<file path="src/rtl/sa_pkg.sv">
// Shared types and constants for the systolic-array job arbiter.
package sa_pkg;

  localparam int SA_OP_BYTES  = 16;
  localparam int SA_RES_BYTES = 16;
  localparam int SA_BYTE_W    = 8;

  typedef enum logic [3:0] {
    S_IDLE,
    S_GRANT,
    S_FILL,
    S_START,
    S_STREAM,
    S_WAIT,
    S_CAPTURE,
    S_RETURN,
    S_ABORT,
    S_DONE
  } sa_state_e;

endpackage

</file>
<file path="src/rtl/rr_arbiter.sv">
// Round-robin picker: first set request at or after the pointer, cyclically.
module rr_arbiter #(
  parameter int N  = 2,
  parameter int IW = (N > 1) ? $clog2(N) : 1
) (
  input  logic          clk,
  input  logic          rstn,
  input  logic [N-1:0]  req,
  input  logic          update,
  input  logic [IW-1:0] last_idx,
  output logic [N-1:0]  gnt,
  output logic [IW-1:0] gnt_idx
);

  logic [IW-1:0] ptr;
  logic [IW-1:0] cand;
  logic          found;

  always_comb begin
    gnt     = '0;
    gnt_idx = '0;
    cand    = '0;
    found   = 1'b0;
    for (int k = 0; k < N; k++) begin
      cand = IW'((int'(ptr) + k) % N);
      if (!found && req[cand]) begin
        found        = 1'b1;
        gnt[cand]    = 1'b1;
        gnt_idx      = cand;
      end
    end
  end

  // Pointer moves just past the requester that was last served.
  always_ff @(posedge clk or negedge rstn) begin
    if (!rstn) begin
      ptr <= '0;
    end else if (update) begin
      ptr <= (last_idx == IW'(N - 1)) ? '0 : last_idx + 1'b1;
    end
  end

endmodule

</file>
<file path="src/rtl/sa_job_arbiter.sv">
// Shares one 4x4 systolic-array coprocessor between NREQ requesters:
// gather operands, stream them out, capture the result and hand it back.
//
//   state     | meaning
//   S_IDLE    | no job; wait for any req
//   S_GRANT   | pick requester round-robin, clear err
//   S_FILL    | collect 2*OP_BYTES operand bytes from the granted requester
//   S_START   | one-cycle sa_en pulse
//   S_STREAM  | one buffered byte per cycle into the array, no stalls
//   S_WAIT    | wait for sa_ack with timeout
//   S_CAPTURE | collect RES_BYTES result bytes
//   S_RETURN  | hand result bytes back over valid/ready
//   S_ABORT   | timeout ending: done pulse, release grant
//   S_DONE    | normal ending: done pulse, release grant
module sa_job_arbiter
  import sa_pkg::*;
#(
  parameter int NREQ        = 2,
  parameter int OP_BYTES    = SA_OP_BYTES,
  parameter int RES_BYTES   = SA_RES_BYTES,
  parameter int ACK_TIMEOUT = 255
) (
  input  logic                      clk,
  input  logic                      rstn,
  input  logic [NREQ-1:0]           req,
  output logic [NREQ-1:0]           gnt,
  input  logic [NREQ-1:0]           in_valid,
  input  logic [SA_BYTE_W*NREQ-1:0] in_data,
  output logic [NREQ-1:0]           in_ready,
  output logic                      out_valid,
  output logic [SA_BYTE_W-1:0]      out_data,
  output logic                      out_last,
  input  logic                      out_ready,
  output logic [NREQ-1:0]           done,
  output logic                      err,
  output logic                      sa_en,
  output logic [SA_BYTE_W-1:0]      sa_shift_in,
  input  logic [SA_BYTE_W-1:0]      sa_shift_out,
  input  logic                      sa_ack
);

  localparam int JOB_BYTES = 2 * OP_BYTES;
  localparam int CNT_W     = $clog2(JOB_BYTES + 1);
  localparam int BI_W      = $clog2(JOB_BYTES);
  localparam int R_W       = $clog2(RES_BYTES);
  localparam int T_W       = $clog2(ACK_TIMEOUT + 1);
  localparam int IW        = (NREQ > 1) ? $clog2(NREQ) : 1;

  localparam logic [CNT_W-1:0] CNT_FILL_LAST  = CNT_W'(JOB_BYTES - 1);
  localparam logic [CNT_W-1:0] CNT_STREAM_END = CNT_W'(JOB_BYTES);
  localparam logic [R_W-1:0]   R_LAST         = R_W'(RES_BYTES - 1);
  localparam logic [T_W-1:0]   T_LOAD         = T_W'(ACK_TIMEOUT - 1);

  sa_state_e            state;
  logic [IW-1:0]        g_idx;
  logic [CNT_W-1:0]     cnt;
  logic [R_W-1:0]       r;
  logic [R_W-1:0]       r_nxt;
  logic [T_W-1:0]       tcnt;
  logic [SA_BYTE_W-1:0] op_buf  [JOB_BYTES];
  logic [SA_BYTE_W-1:0] res_buf [RES_BYTES];

  logic [NREQ-1:0]      pick;
  logic [IW-1:0]        pick_idx;
  logic                 rr_update;
  logic                 sel_valid;
  logic [SA_BYTE_W-1:0] sel_data;

  assign rr_update = (state == S_ABORT) || (state == S_DONE);
  assign r_nxt     = r + 1'b1;

  rr_arbiter #(.N(NREQ), .IW(IW)) u_rr (
    .clk      (clk),
    .rstn     (rstn),
    .req      (req),
    .update   (rr_update),
    .last_idx (g_idx),
    .gnt      (pick),
    .gnt_idx  (pick_idx)
  );

  always_comb begin
    sel_valid = 1'b0;
    sel_data  = '0;
    for (int i = 0; i < NREQ; i++) begin
      if (g_idx == IW'(i)) begin
        sel_valid = in_valid[i];
        sel_data  = in_data[i*SA_BYTE_W +: SA_BYTE_W];
      end
    end
  end

  always_ff @(posedge clk or negedge rstn) begin
    if (!rstn) begin
      state       <= S_IDLE;
      gnt         <= '0;
      g_idx       <= '0;
      in_ready    <= '0;
      out_valid   <= 1'b0;
      out_data    <= '0;
      out_last    <= 1'b0;
      done        <= '0;
      err         <= 1'b0;
      sa_en       <= 1'b0;
      sa_shift_in <= '0;
      cnt         <= '0;
      r           <= '0;
      tcnt        <= '0;
      for (int i = 0; i < JOB_BYTES; i++) op_buf[i] <= '0;
      for (int i = 0; i < RES_BYTES; i++) res_buf[i] <= '0;
    end else begin
      done <= '0;
      case (state)
        S_IDLE: if (|req) state <= S_GRANT;
        S_GRANT: begin
          if (|pick) begin
            gnt      <= pick;
            in_ready <= pick;
            g_idx    <= pick_idx;
            err      <= 1'b0;
            cnt      <= '0;
            state    <= S_FILL;
          end else begin
            state <= S_IDLE;
          end
        end
        S_FILL: begin
          if (sel_valid) begin
            op_buf[cnt[BI_W-1:0]] <= sel_data;
            if (cnt == CNT_FILL_LAST) begin
              in_ready <= '0;
              sa_en    <= 1'b1;
              state    <= S_START;
            end else begin
              cnt <= cnt + 1'b1;
            end
          end
        end
        S_START: begin
          sa_en       <= 1'b0;
          sa_shift_in <= op_buf[0];
          cnt         <= CNT_W'(1);
          state       <= S_STREAM;
        end
        // cnt runs one ahead of the byte on sa_shift_in.
        S_STREAM: begin
          if (cnt == CNT_STREAM_END) begin
            sa_shift_in <= '0;
            tcnt        <= T_LOAD;
            state       <= S_WAIT;
          end else begin
            sa_shift_in <= op_buf[cnt[BI_W-1:0]];
            cnt         <= cnt + 1'b1;
          end
        end
        S_WAIT: begin
          if (sa_ack) begin
            res_buf[0] <= sa_shift_out;
            r          <= R_W'(1);
            state      <= S_CAPTURE;
          end else if (tcnt == T_W'(1)) begin
            err   <= 1'b1;
            done  <= gnt;
            gnt   <= '0;
            state <= S_ABORT;
          end else begin
            tcnt <= tcnt - 1'b1;
          end
        end
        S_CAPTURE: begin
          res_buf[r] <= sa_shift_out;
          if (r == R_LAST) begin
            r         <= '0;
            out_valid <= 1'b1;
            out_data  <= res_buf[0];
            out_last  <= 1'b0;
            state     <= S_RETURN;
          end else begin
            r <= r_nxt;
          end
        end
        S_RETURN: begin
          if (out_ready) begin
            if (r == R_LAST) begin
              out_valid <= 1'b0;
              out_last  <= 1'b0;
              out_data  <= '0;
              done      <= gnt;
              gnt       <= '0;
              state     <= S_DONE;
            end else begin
              r        <= r_nxt;
              out_data <= res_buf[r_nxt];
              out_last <= (r_nxt == R_LAST);
            end
          end
        end
        S_ABORT, S_DONE: state <= S_IDLE;
        default: state <= S_IDLE;
      endcase
    end
  end

endmodule

</file>
<file path="config.mk">
export PLATFORM = sky130hd
export DESIGN_NAME = sa_job_arbiter
export DESIGN_NICKNAME = d
export VERILOG_FILES = /design/src/rtl/sa_pkg.sv /design/src/rtl/rr_arbiter.sv /design/src/rtl/sa_job_arbiter.sv
export SDC_FILE = /design/constraint.sdc
export NUM_CORES = 1
export LEC_CHECK = 0
export CAP_MARGIN = 40
export CORE_MARGIN = 2
export CORE_UTILIZATION = 45
export CTS_CLUSTER_DIAMETER = 80
export DETAILED_ROUTE_END_ITERATION = 7
export GPL_TIMING_DRIVEN = 0
export PLACE_DENSITY = 0.62
export SLEW_MARGIN = 40
export SYNTH_ARGS = -nofsm -noshare
export SYNTH_HDL_FRONTEND = slang
export SYNTH_SLANG_ARGS = --single-unit
</file>
<file path="constraint.sdc">
create_clock -name clk -period 2.9 [get_ports clk]
set_clock_uncertainty 0.2 [all_clocks]
set_input_delay 0.87 -clock clk [delete_from_list [all_inputs] [get_ports clk]]
set_output_delay 0.87 -clock clk [all_outputs]
set_load 0.1 [all_outputs]
</file>
==> metrics.txt <==
worst vdd ir 0.555 mV; Synth Area in Adders 0.00620; CTS tree done; Hold Vio Cnt, Final 0; Boundary Pins 58; clk buf depth 3; commonest cells after routing, fill and taps aside dfrtp_1, nand2_1, o21ai_0, nor2_1, mux2_2; Finish-stage setup viols 0; CP Launch Type flop; mux share of post-synthesis cell area 0.186; post-synthesis register bit count ~430; Final min period around 2.9 ns; status completed; Syn Inst Count about 1800; Post-Syn Nets between 1500 and 2000; fin nets roughly 2000; DPL Wire Length about 41 mm; Worst Setup End Kind flop; non-filler cells, final between 2000 and 3000; Yosys cell types 76; clk_lat worst skew 0.60 ns; H-tree levels 2; antenna diode count 0; clk sink count ~430; first-pass GRT wire length 91.5 mm; vias between 10000 and 15000; Static Leak 10.0 nW; Site Rows 77; initial core utilization 0.456; Worst Path Arrival 3.14 ns; CP Data Required Time 3.17 ns; Chip Width 216 um; worst-margin pin slew just under 0.9 ns; placed instance area 21600 um^2; commonest non-fill, non-tap cell in the layout dfrtp_1; Placeable Area approximately 44000 um^2; register area share after synthesis 0.538; worst hold slack 0.278 ns; worst rel slew slack 0.408; vias per cell 5.81; max-cap violation count 0; Routed Antenna Nets 0; ys flop type dfrtp_1; Tot GR Track Use 0.257; WS Path Type flop to flop; Yosys Warn Count 0; Slew Viols, Final 0; Post-Place Cells 2472; number of global-route vias before repair 14900; Post-Layout Inst Area 23500 um^2; Die Y 216 um; Cell Pwr Density 943 nW/um^2; Syn Area/Cell 11.1 um^2; fin crit share 0.990; post-synthesis xor/xnor area fraction 0.000868; die area 46600 um^2; FF-to-FF Start cnt[1]$_DFFE_PN0P_; total CTS buffers 47; Critical Path Fanout Max 10; largest net degree at the start of global routing 77; initial antenna violation count 1; CTS clk-pin slew, worst paths ~0.060 ns; R2R Setup Slk 0.03 ns; Area Overhead vs Synth 16.6%; Synth Area in Compound Gates 0.121; layout cell share with drive strength beyond 1 0.210; Port Buffers 57; first-pass iteration count of the detailed router 7; HP Start op_buf[144]$_DFFE_PN0P_; grt ovf 0; hold crit path type flop to flop; maximum clock frequency roughly 350 MHz; Routability Congestion between 0.9 and 1; synthesized area 20200 um^2; DRT Wirelength slightly below 60 mm; clock root buffer clkbuf_16; R2R depth 8; ys async rst share 1.00; Post-route DRC 0; Final Core Density 0.532; WL per Instance 22.9 um; initial drt markers 1274; simple-gate share of the synthesized area 0.115; Hold Path Stages 2; crit path launch cnt[1]$_DFFE_PN0P_; EDFF count, synth 0; largest family of logic cells by synthesized area multiplexers
==> flip-flops by register name, summed over array words and instances, names as in the netlist <==
register     cells
out_last         1
state            4
gnt              2
r                4
tcnt             8
op_buf         256
err              1
out_valid        1
in_ready         2
done             2
u_rr.ptr         1
res_buf        128
sa_shift_in      8
sa_en            1
out_data         8
g_idx            1
cnt              6
==> where the power goes <==
| group | switching [W] | internal [W] | total (W) |
|---|---|---|---|
| Combinational | 0.00513 | 0.00313 | 0.00826 |
| Sequential | 0.000583 | 0.00694 | 0.00752 |
| Clock | 0.00256 | 0.00387 | 0.00643 |
| Total | 0.00827 | 0.0139 | 0.0222 |
==> path summary, 6_finish.rpt <==
path                                              end
max                        sa_shift_in[5]$_DFFE_PN0P_
min                           op_buf[144]$_DFFE_PN0P_
max reg2reg                sa_shift_in[5]$_DFFE_PN0P_
min reg2reg                   op_buf[144]$_DFFE_PN0P_
max in group asynchronous       op_buf[3]$_DFFE_PN0P_
min in group asynchronous         tcnt[4]$_DFFE_PN0P_
==> cells by family after synthesis <==
| logic type | Yosys count |
|---|---|
| AO/OA/AOI/OAI | 428 |
| adder cells (fa/ha/maj) | 10 |
| buffers and inverters | 148 |
| XOR/XNOR | 2 |
| flip-flops | 434 |
| multiplexers | 319 |
| AND/OR/NAND/NOR | 476 |
==> repair_timing <==
item,in CTS,in global routing
pin swaps,5,5
gates resized for setup,35,44
buffers inserted,5,7
setup endpoints to repair,216,103
hold buffers,1,0
endpoints found under the hold margin,33,0
==> critical path: stages, from the launching register on <==
cell	delay, ns
dfrtp_1	0.39
clkbuf_2	0.21
clkbuf_4	0.26
clkbuf_4	0.33
mux2i_1	0.35
o22ai_1	0.14
or4_1	0.56
nor2_1	0.22
o22ai_1	0.10
==> cells in the mapped netlist (3+ instances only) <==
master | n | area share
o22ai_1 | 72 | 0.022
mux2i_1 | 143 | 0.071
buf_4 | 11 | 0.0041
a21o_1 | 7 | 0.0026
a311oi_1 | 3 | 0.0013
or4bb_1 | 5 | 0.0028
a222oi_1 | 6 | 0.0030
and3_1 | 7 | 0.0022
mux4_2 | 30 | 0.033
or4_1 | 18 | 0.0067
a31oi_1 | 3 | 0.00093
and2_1 | 9 | 0.0028
nand2_2 | 4 | 0.0012
buf_2 | 33 | 0.0082
nand4bb_1 | 3 | 0.0017
inv_1 | 15 | 0.0028
o21ai_0 | 180 | 0.045
dfrtp_1 | 434 | 0.54
ha_1 | 10 | 0.0062
nor3_1 | 6 | 0.0015
nand2b_1 | 5 | 0.0015
mux2_2 | 144 | 0.080
clkbuf_1 | 72 | 0.013
nand2_1 | 196 | 0.036
nor2b_1 | 6 | 0.0019
buf_6 | 4 | 0.0022
buf_1 | 12 | 0.0022
nand3_1 | 26 | 0.0064
nand4b_1 | 5 | 0.0022
nand4_1 | 9 | 0.0028
a21oi_1 | 127 | 0.031
nor2_1 | 147 | 0.027
nor3_4 | 9 | 0.0073
==> metrics by stage <==
stage,setup WS [ns],power (W),TNS [ns]
2_1_floorplan,0.0586,0.0129,0
3_3_place_gp,-18.13,0.0153,-7965.26
3_5_place_dp,-0.881,0.0153,-116.49
4_1_cts,0.000353,0.0221,0
5_1_grt,-0.0185,0.0232,-0.0254
6_report,0.0301,0.0222,0
==> metal layers <==
metal / vias up / global-route usage / wire, um
met4: 0 / 0.0933 / 2110
met2: 426 / 0.407 / 27600
met3: 119 / 0.0421 / 3500
met5: - / 0 / 0
li1: 6800 / - / -
met1: 7568 / 0.359 / 25600
==> cell type report <==
type                       instances  area, um^2
sequential                       434       10900
clock inverter                    15         270
buffer                           129         728
tap                              592         741
clock buffer                      70        1390
fill                            3833       20700
multi-input combinational       1235        8770
inverter                          16        63.8
timing repair buffer              76         711
(Power assumes the default switching activity.)
